### config.mk
export PLATFORM = sky130hd
export DESIGN_NAME = alu_arbiter
export DESIGN_NICKNAME = d
export VERILOG_FILES = /design/src/rtl/alu_arbiter_pkg.sv /design/src/rtl/alu_arbiter_rr_picker.sv /design/src/rtl/alu_arbiter.sv
export SDC_FILE = /design/constraint.sdc
export NUM_CORES = 1
export LEC_CHECK = 0
export CAP_MARGIN = 20
export CORE_MARGIN = 2
export CORE_UTILIZATION = 38
export CTS_CLUSTER_DIAMETER = 30
export DETAILED_ROUTE_END_ITERATION = 16
export PLACE_DENSITY = 0.79
export SETUP_SLACK_MARGIN = 0.05
export SYNTH_ARGS = -nofsm -noshare
export SYNTH_HDL_FRONTEND = slang
export SYNTH_SLANG_ARGS = --single-unit
### constraint.sdc
create_clock -name clk -period 2.3 [get_ports clk]
set_clock_uncertainty 0.2 [all_clocks]
set_input_delay 0.46 -clock clk [delete_from_list [all_inputs] [get_ports clk]]
set_output_delay 0.46 -clock clk [all_outputs]
set_load 0.02 [all_outputs]
### src/rtl/alu_arbiter_pkg.sv
// Shared definitions for the two-requester ALU arbiter: opcodes, FSM states
// and the bit positions of the captured flag vector.
package alu_arbiter_pkg;

    localparam logic [2:0] ALU_ADD  = 3'b000;
    localparam logic [2:0] ALU_COMP = 3'b001;
    localparam logic [2:0] ALU_AND  = 3'b010;
    localparam logic [2:0] ALU_XOR  = 3'b011;
    localparam logic [2:0] ALU_SLL  = 3'b100;
    localparam logic [2:0] ALU_SRL  = 3'b101;
    localparam logic [2:0] ALU_SRA  = 3'b110;
    localparam logic [2:0] ALU_BAD  = 3'b111;

    typedef enum logic [1:0] {
        ST_IDLE = 2'd0,
        ST_EXEC = 2'd1,
        ST_RESP = 2'd2
    } state_e;

    // rsp_flags = {carry, sign, overflow, zero}
    localparam int FLAG_W     = 4;
    localparam int FLAG_CARRY = 3;
    localparam int FLAG_SIGN  = 2;
    localparam int FLAG_OVF   = 1;
    localparam int FLAG_ZERO  = 0;

endpackage

### src/rtl/alu_arbiter_rr_picker.sv
// Two-way round-robin pick: a lone requester always wins, a tie goes to rr.
module alu_rr_picker (
    input  logic valid0,
    input  logic valid1,
    input  logic rr,
    output logic grant_any,
    output logic grant_id
);

    always_comb begin
        grant_any = valid0 | valid1;
        grant_id  = (valid0 & valid1) ? rr : valid1;
    end

endmodule

### src/rtl/alu_arbiter.sv
// Shares one external combinational ALU between two requesters; one operation
// in flight, response held until the consumer takes it.
module alu_arbiter
    import alu_arbiter_pkg::*;
#(
    parameter int SIZE     = 32,
    parameter int ALUCSIZE = 3
) (
    input  logic                clk,
    input  logic                rst_n,

    input  logic                req0_valid,
    output logic                req0_ready,
    input  logic [ALUCSIZE-1:0] req0_op,
    input  logic [SIZE-1:0]     req0_a,
    input  logic [SIZE-1:0]     req0_b,

    input  logic                req1_valid,
    output logic                req1_ready,
    input  logic [ALUCSIZE-1:0] req1_op,
    input  logic [SIZE-1:0]     req1_a,
    input  logic [SIZE-1:0]     req1_b,

    output logic                rsp_valid,
    input  logic                rsp_ready,
    output logic                rsp_id,
    output logic [SIZE-1:0]     rsp_result,
    output logic [FLAG_W-1:0]   rsp_flags,
    output logic                rsp_err,

    output logic [ALUCSIZE-1:0] alu_control,
    output logic [SIZE-1:0]     alu_operand0,
    output logic [SIZE-1:0]     alu_operand1,
    input  logic [SIZE-1:0]     alu_result,
    input  logic                alu_carry,
    input  logic                alu_sign,
    input  logic                alu_overflow,
    input  logic                alu_zero
);

    state_e              state_q, state_d;
    logic                rr_q, rr_d;
    logic                id_q, id_d;
    logic [ALUCSIZE-1:0] op_q, op_d;
    logic [SIZE-1:0]     a_q, a_d;
    logic [SIZE-1:0]     b_q, b_d;
    logic                rsp_valid_q, rsp_valid_d;
    logic                rsp_id_q, rsp_id_d;
    logic [SIZE-1:0]     rsp_result_q, rsp_result_d;
    logic [FLAG_W-1:0]   rsp_flags_q, rsp_flags_d;
    logic                rsp_err_q, rsp_err_d;

    logic                grant_any;
    logic                grant_id;
    logic                grant_now;
    logic [FLAG_W-1:0]   alu_flags;

    alu_rr_picker u_picker (
        .valid0    (req0_valid),
        .valid1    (req1_valid),
        .rr        (rr_q),
        .grant_any (grant_any),
        .grant_id  (grant_id)
    );

    always_comb begin
        alu_flags             = '0;
        alu_flags[FLAG_CARRY] = alu_carry;
        alu_flags[FLAG_SIGN]  = alu_sign;
        alu_flags[FLAG_OVF]   = alu_overflow;
        alu_flags[FLAG_ZERO]  = alu_zero;
    end

    // Ready is gated by rst_n so nothing is accepted while reset is held.
    assign grant_now  = (state_q == ST_IDLE) && grant_any && rst_n;
    assign req0_ready = grant_now && !grant_id;
    assign req1_ready = grant_now && grant_id;

    always_comb begin
        state_d      = state_q;
        rr_d         = rr_q;
        id_d         = id_q;
        op_d         = op_q;
        a_d          = a_q;
        b_d          = b_q;
        rsp_valid_d  = rsp_valid_q;
        rsp_id_d     = rsp_id_q;
        rsp_result_d = rsp_result_q;
        rsp_flags_d  = rsp_flags_q;
        rsp_err_d    = rsp_err_q;
        case (state_q)
            ST_IDLE: begin
                if (grant_now) begin
                    state_d = ST_EXEC;
                    rr_d    = ~grant_id;
                    id_d    = grant_id;
                    op_d    = grant_id ? req1_op : req0_op;
                    a_d     = grant_id ? req1_a  : req0_a;
                    b_d     = grant_id ? req1_b  : req0_b;
                end
            end
            ST_EXEC: begin
                state_d     = ST_RESP;
                rsp_valid_d = 1'b1;
                rsp_id_d    = id_q;
                if (op_q == ALUCSIZE'(ALU_BAD)) begin
                    rsp_result_d = '0;
                    rsp_flags_d  = '0;
                    rsp_err_d    = 1'b1;
                end else begin
                    rsp_result_d = alu_result;
                    rsp_flags_d  = alu_flags;
                    rsp_err_d    = 1'b0;
                end
            end
            ST_RESP: begin
                if (rsp_ready) begin
                    state_d     = ST_IDLE;
                    rsp_valid_d = 1'b0;
                end
            end
            default: state_d = ST_IDLE;
        endcase
    end

    always_ff @(posedge clk or negedge rst_n) begin
        if (!rst_n) begin
            state_q      <= ST_IDLE;
            rr_q         <= 1'b0;
            id_q         <= 1'b0;
            op_q         <= '0;
            a_q          <= '0;
            b_q          <= '0;
            rsp_valid_q  <= 1'b0;
            rsp_id_q     <= 1'b0;
            rsp_result_q <= '0;
            rsp_flags_q  <= '0;
            rsp_err_q    <= 1'b0;
        end else begin
            state_q      <= state_d;
            rr_q         <= rr_d;
            id_q         <= id_d;
            op_q         <= op_d;
            a_q          <= a_d;
            b_q          <= b_d;
            rsp_valid_q  <= rsp_valid_d;
            rsp_id_q     <= rsp_id_d;
            rsp_result_q <= rsp_result_d;
            rsp_flags_q  <= rsp_flags_d;
            rsp_err_q    <= rsp_err_d;
        end
    end

    // The ALU inputs come straight from the issue registers, so they only move on a grant.
    assign alu_control  = op_q;
    assign alu_operand0 = a_q;
    assign alu_operand1 = b_q;

    assign rsp_valid  = rsp_valid_q;
    assign rsp_id     = rsp_id_q;
    assign rsp_result = rsp_result_q;
    assign rsp_flags  = rsp_flags_q;
    assign rsp_err    = rsp_err_q;

endmodule

# After elaboration in Yosys (flattened, before gate mapping)
# Index checks and enable logic that the tools add are counted.
[word_totals]
regBits = 110
input_bits = 175
out_inout_bits = 108
elab_cells = 41
[classes]
bitwise = 3
eq_ne = 5
reduce_logical = 10
n_mux = 12
[ops]
columns = ["cell", "count"]
rows = [
  ["$mux 32", 3],
  ["$pmux 2 s3", 1],
  ["$reduce_and 2->1", 3],
  ["$logic_and 1x1->1", 4],
  ["$mux 2", 2],
  ["$mux 4", 1],
  ["$ne 2x2->1 const B", 2],
  ["$eq 3x3->1 const B", 1],
  ["$mux 1", 3],
  ["$mux 3", 1],
  ["$eq 2x1->1 const B", 1],
  ["$eq 2x2->1 const B", 1],
  ["$logic_not 2->1", 1],
  ["$pmux 1 s2", 1],
  ["$reduce_bool 2->1", 1],
  ["$and 1x1->1", 1],
  ["$logic_not 1->1", 1],
  ["$not 1->1", 1],
  ["$or 1x1->1", 1],
]

# Depth between registers and ports, before layout
[logic_depth]
word_depth = 5
ltp_mapped = 7
ltp_nobuf = 3

# By module
# A second synthesis with hierarchy kept.
[hier_totals]
cells_unflattened = 366
hier_area_um2 = 5427.7
[by_module_without_submodules]
columns = ["mod", "seq_area_each_um2", "cells_per_inst", "n_inst", "area_per_inst_um2"]
rows = [
  ["alu_arbiter", 2752.6, 363, 1, 5410.2],
  ["alu_rr_picker", 0.0, 3, 1, 17.5],
]

# Worst setup path after synthesis
# No wires, ideal clock.
[synth_timing]
path_kind = "input port to output port"
start = "input rst_n"
end = "output req1_ready"
setup_slack_ns = 0.168
n_path_buf = 3
required_time_ns = 1.640
arrival_ns = 1.472
cell_stages = 5
cell_sequence = "or3b_1 -> buf_2 -> buf_6 -> buf_6 -> nor3b_4"
[synth_between]
elab_chain_len = 2
[synth_rtl]
columns = ["element", "line_no", "source"]
rows = [
  ["start, declared", "alu_arbiter.sv:10", "input logic rst_n,"],
  ["$logic_and 1x1->1", "alu_arbiter.sv:75", "assign grant_now = (state_q == ST_IDLE) && grant_any && rst_n;"],
  ["$logic_and 1x1->1", "alu_arbiter.sv:77", "assign req1_ready = grant_now && grant_id;"],
  ["end, declared", "alu_arbiter.sv:19", "output logic req1_ready,"],
]
# Every way passes these cells.

# Worst setup path after layout
[layout_timing]
start = "register state_q[1]"
end = "output req1_ready"
[layout_between]
elab_chain_len = 4
[layout_rtl]
columns = ["element", "line_no", "source"]
rows = [
  ["start, declared", "alu_arbiter.sv:41", "state_e state_q, state_d;"],
  ["start signal, assigned", "alu_arbiter.sv:140", "state_q <= state_d;"],
  ["$logic_not 2->1", "alu_arbiter.sv:75", ""],
  ["$logic_and 1x1->1 (2 in series)", "alu_arbiter.sv:75", ""],
  ["$logic_and 1x1->1", "alu_arbiter.sv:77", ""],
]
# Every way passes these cells.

==> flow_summary.json <==
{
  "arrival_ps": 1590,
  "finalNetCount": 854,
  "routed-wl-met3_mm": 1.34,
  "wl_mm": 16.2,
  "initial_utilization_pct": 39.0,
  "die_width_um": 115,
  "top_layer_used": "met4",
  "grt_first_pass_wirelength_mm": 24.5,
  "yosysWarnings": 0,
  "globalRoute.totalOverflow": 0,
  "mapped_cells": 414,
  "cts.sink_count": 110,
  "fin_crit_sh_pct": 97.9,
  "worst_setup_path_end_kind": "output port",
  "synth_fp_nets": 589,
  "p_leak_uw": 0.00335,
  "fin_area_um2": 8000,
  "dp.final_hpwl_mm": 11.5,
  "timing.fmax_mhz": 444,
  "timing.critical_path.slowest_cell_delay_ps": 420,
  "critPathMaxFanout": 2,
  "tritoncts": "yes",
  "commonest_cells_after_routing_fill_and_taps_aside": "278 x clkdlybuf4s50_1, 110 x dfrtp_1, 69 x nand2_1",
  "worstSetupPathType": "reg2out",
  "setup_tns_ps": 0,
  "post_cts_buffers": 0,
  "timing_hold_violations_final": 0,
  "unique_masters_post_synth": 23,
  "vias": 4602,
  "placed_cell_area_um2": 7680,
  "hold_class": "in2async",
  "grt_start_max_net_pins": 68,
  "dr.pass1.iters": 5,
  "num_rows": 40,
  "globalRouteTotalUtil_pct": 23.9,
  "status": "finished clean",
  "core_um2": 12100,
  "cts_buffer_depth": 2,
  "synth_top_area_share_pct": 58.6,
  "timing.critical_path.required_ps": 1640,
  "drive_above_1_share_pct": 6.73,
  "cts.root.buffer_cell": "clkbuf_16",
  "timing.final.setup_violations": 0,
  "count_of_input_and_output_buffers": 282,
  "sequential_fraction_of_the_synthesis_area_pct": 58.6,
  "layout-area-overhead-vs-synth_pct": 70.3,
  "clk-insertion-delay-late_ps": 350,
  "design.die.area_um2": 13300,
  "max_slew.worst_pin.slew_ps": 726,
  "synth_area_leader_cell": "dfrtp_1",
  "cts-buffers-inserted": 9,
  "wl_met1_mm": 6.54,
  "crit_slowest_cell": "dfrtp_1",
  "fin_worst_hold_slack_ps": 159,
  "grt_pass1_vias": 4633,
  "first_iteration_detailed_routing_drc_count": 279,
  "layoutNonFillerInstCount": 852,
  "wire_per_inst_um": 19.0,
  "grt_antenna_before_repair": 0,
  "cpLargestDelayFamily": "simple AND/OR/NAND/NOR gates",
  "route.detailed.drc": 0,
  "clock_tree.htree_level_count": 3,
  "numPlacedInstances": 836,
  "grt_setup_unrepaired": "yes",
  "io_pins": 283,
  "cellPowerDensity_nw_per_um2": 1240,
  "layout_min_cycle_time_ps": 2250,
  "vias_per_cell": 5.40,
  "max-vdd-ir-drop_v": 0.000576,
  "maxSlewViolCount": 0,
  "category_of_the_worst_setup_path_launch_point": "flip-flop",
  "critical_path_buf_inv_count": 1,
  "timing.critical_path.cells": "or3b_4 > nor3b_4 > buf_6",
  "n_antenna_cell": 0,
  "die_height_um": 115,
  "total_power_uw": 9920,
  "dr_wl_met2_mm": 7.93,
  "syn_area_um2": 4700,
  "most_common_library_cell_in_the_layout_ignoring_fill_and_taps": "clkdlybuf4s50_1",
  "timing.max_slew.rel_slack_pct": 51.6,
  "synth_seq_cells": 110,
  "max_cap_violations": 0,
  "post_synth_main_area_contributors": "dfrtp_1 59%, a221o_1 14%, nor3_1 7.0%",
  "average_size_of_a_mapped_cell_um2": 11.4,
  "gp_congestion": 0.800,
  "number_of_nets_with_antenna_violations_after_detailed_routing": 0,
  "clk_pin_slew_ps": 70
}
[worst register-to-register path, stage by stage (launching register included)]
cell and delay [ps]:
dfrtp_1 420, buf_4 180, nor3b_4 220, and3_4 230, buf_6 280, buf_6 310
a221o_1 210
[logic make-up after synthesis]
logic type      share of synthesized area, %
compound gates                          22.1
buf+inv                                 5.06
flops                                   58.6
mux                                    0.240
simple gates                            14.0
[sequential cells by signal, summed over array words and instances, names as in the netlist]
signal,count
rsp_result,32
alu_control,3
state_q,2
rsp_flags,4
rsp_valid,1
rsp_id,1
rsp_err,1
alu_operand1,32
rr_q,1
alu_operand0,32
id_q,1
[cell usage after synthesis (all sizes together)]
| cell type | number |
|---|---|
| a221o | 67 |
| dfrtp | 110 |
| a22o | 36 |
| a31oi | 1 |
| inv | 3 |
| mux2 | 1 |
| or3b | 1 |
| buf | 19 |
| clkbuf | 27 |
| nand2b | 2 |
| a21oi | 3 |
| and3 | 1 |
| nand2 | 69 |
| a21o | 2 |
| nor3 | 67 |
| nor2b | 1 |
| o21ai | 2 |
| nor3b | 2 |
[timing repair]
item,4_1_cts,5_1_grt
hold buffers,0,0
resized for setup,12,5
endpoints found under the setup margin,29,29
[final timing paths]
kind,startpoint,to,slack (ps),cells after the start
setup reg to reg,state_q[1],alu_operand1[12],210,6
hold reg to reg,rsp_result[1],rsp_result[1],300,1
min in group clk,rsp_result[1],rsp_result[1],300,1
max in group asynchronous,rst_n,rsp_valid,520,4
hold / removal,rst_n,alu_operand1[22],160,3
setup / recovery,state_q[1],req1_ready,50,3
[final cells by class]
cell class / count / area [um^2]
fill: 918 / 4060
timing repair buffer: 300 / 2980
multi-input combinational: 255 / 1750
clock inverter: 4 / 45.0
inverter: 3 / 11.3
tap: 168 / 210
clock buffer: 12 / 256
sequential: 110 / 2750
[metrics by stage]
stage,worst slack (ps),utilization [%]
2_1_floorplan,168,-
3_3_place_gp,-253,63.7
3_5_place_dp,-263,63.7
5_1_grt,21.0,66.4
4_1_cts,52.6,66.2
6_report,47.4,66.4
[where the power goes]
group	internal (uW)	switching [uW]	leakage, uW
registers	2840	579	0.00137
clock network	899	673	0.000152
logic	2560	2370	0.00183
[metal layers]
metal,vias up,track usage (%)
li1,2097,-
met2,235,40.8
met5,-,0
met4,0,8.92
met3,31,5.43
met1,2239,29.6
No activity file was read; power rests on OpenSTA's default activity.
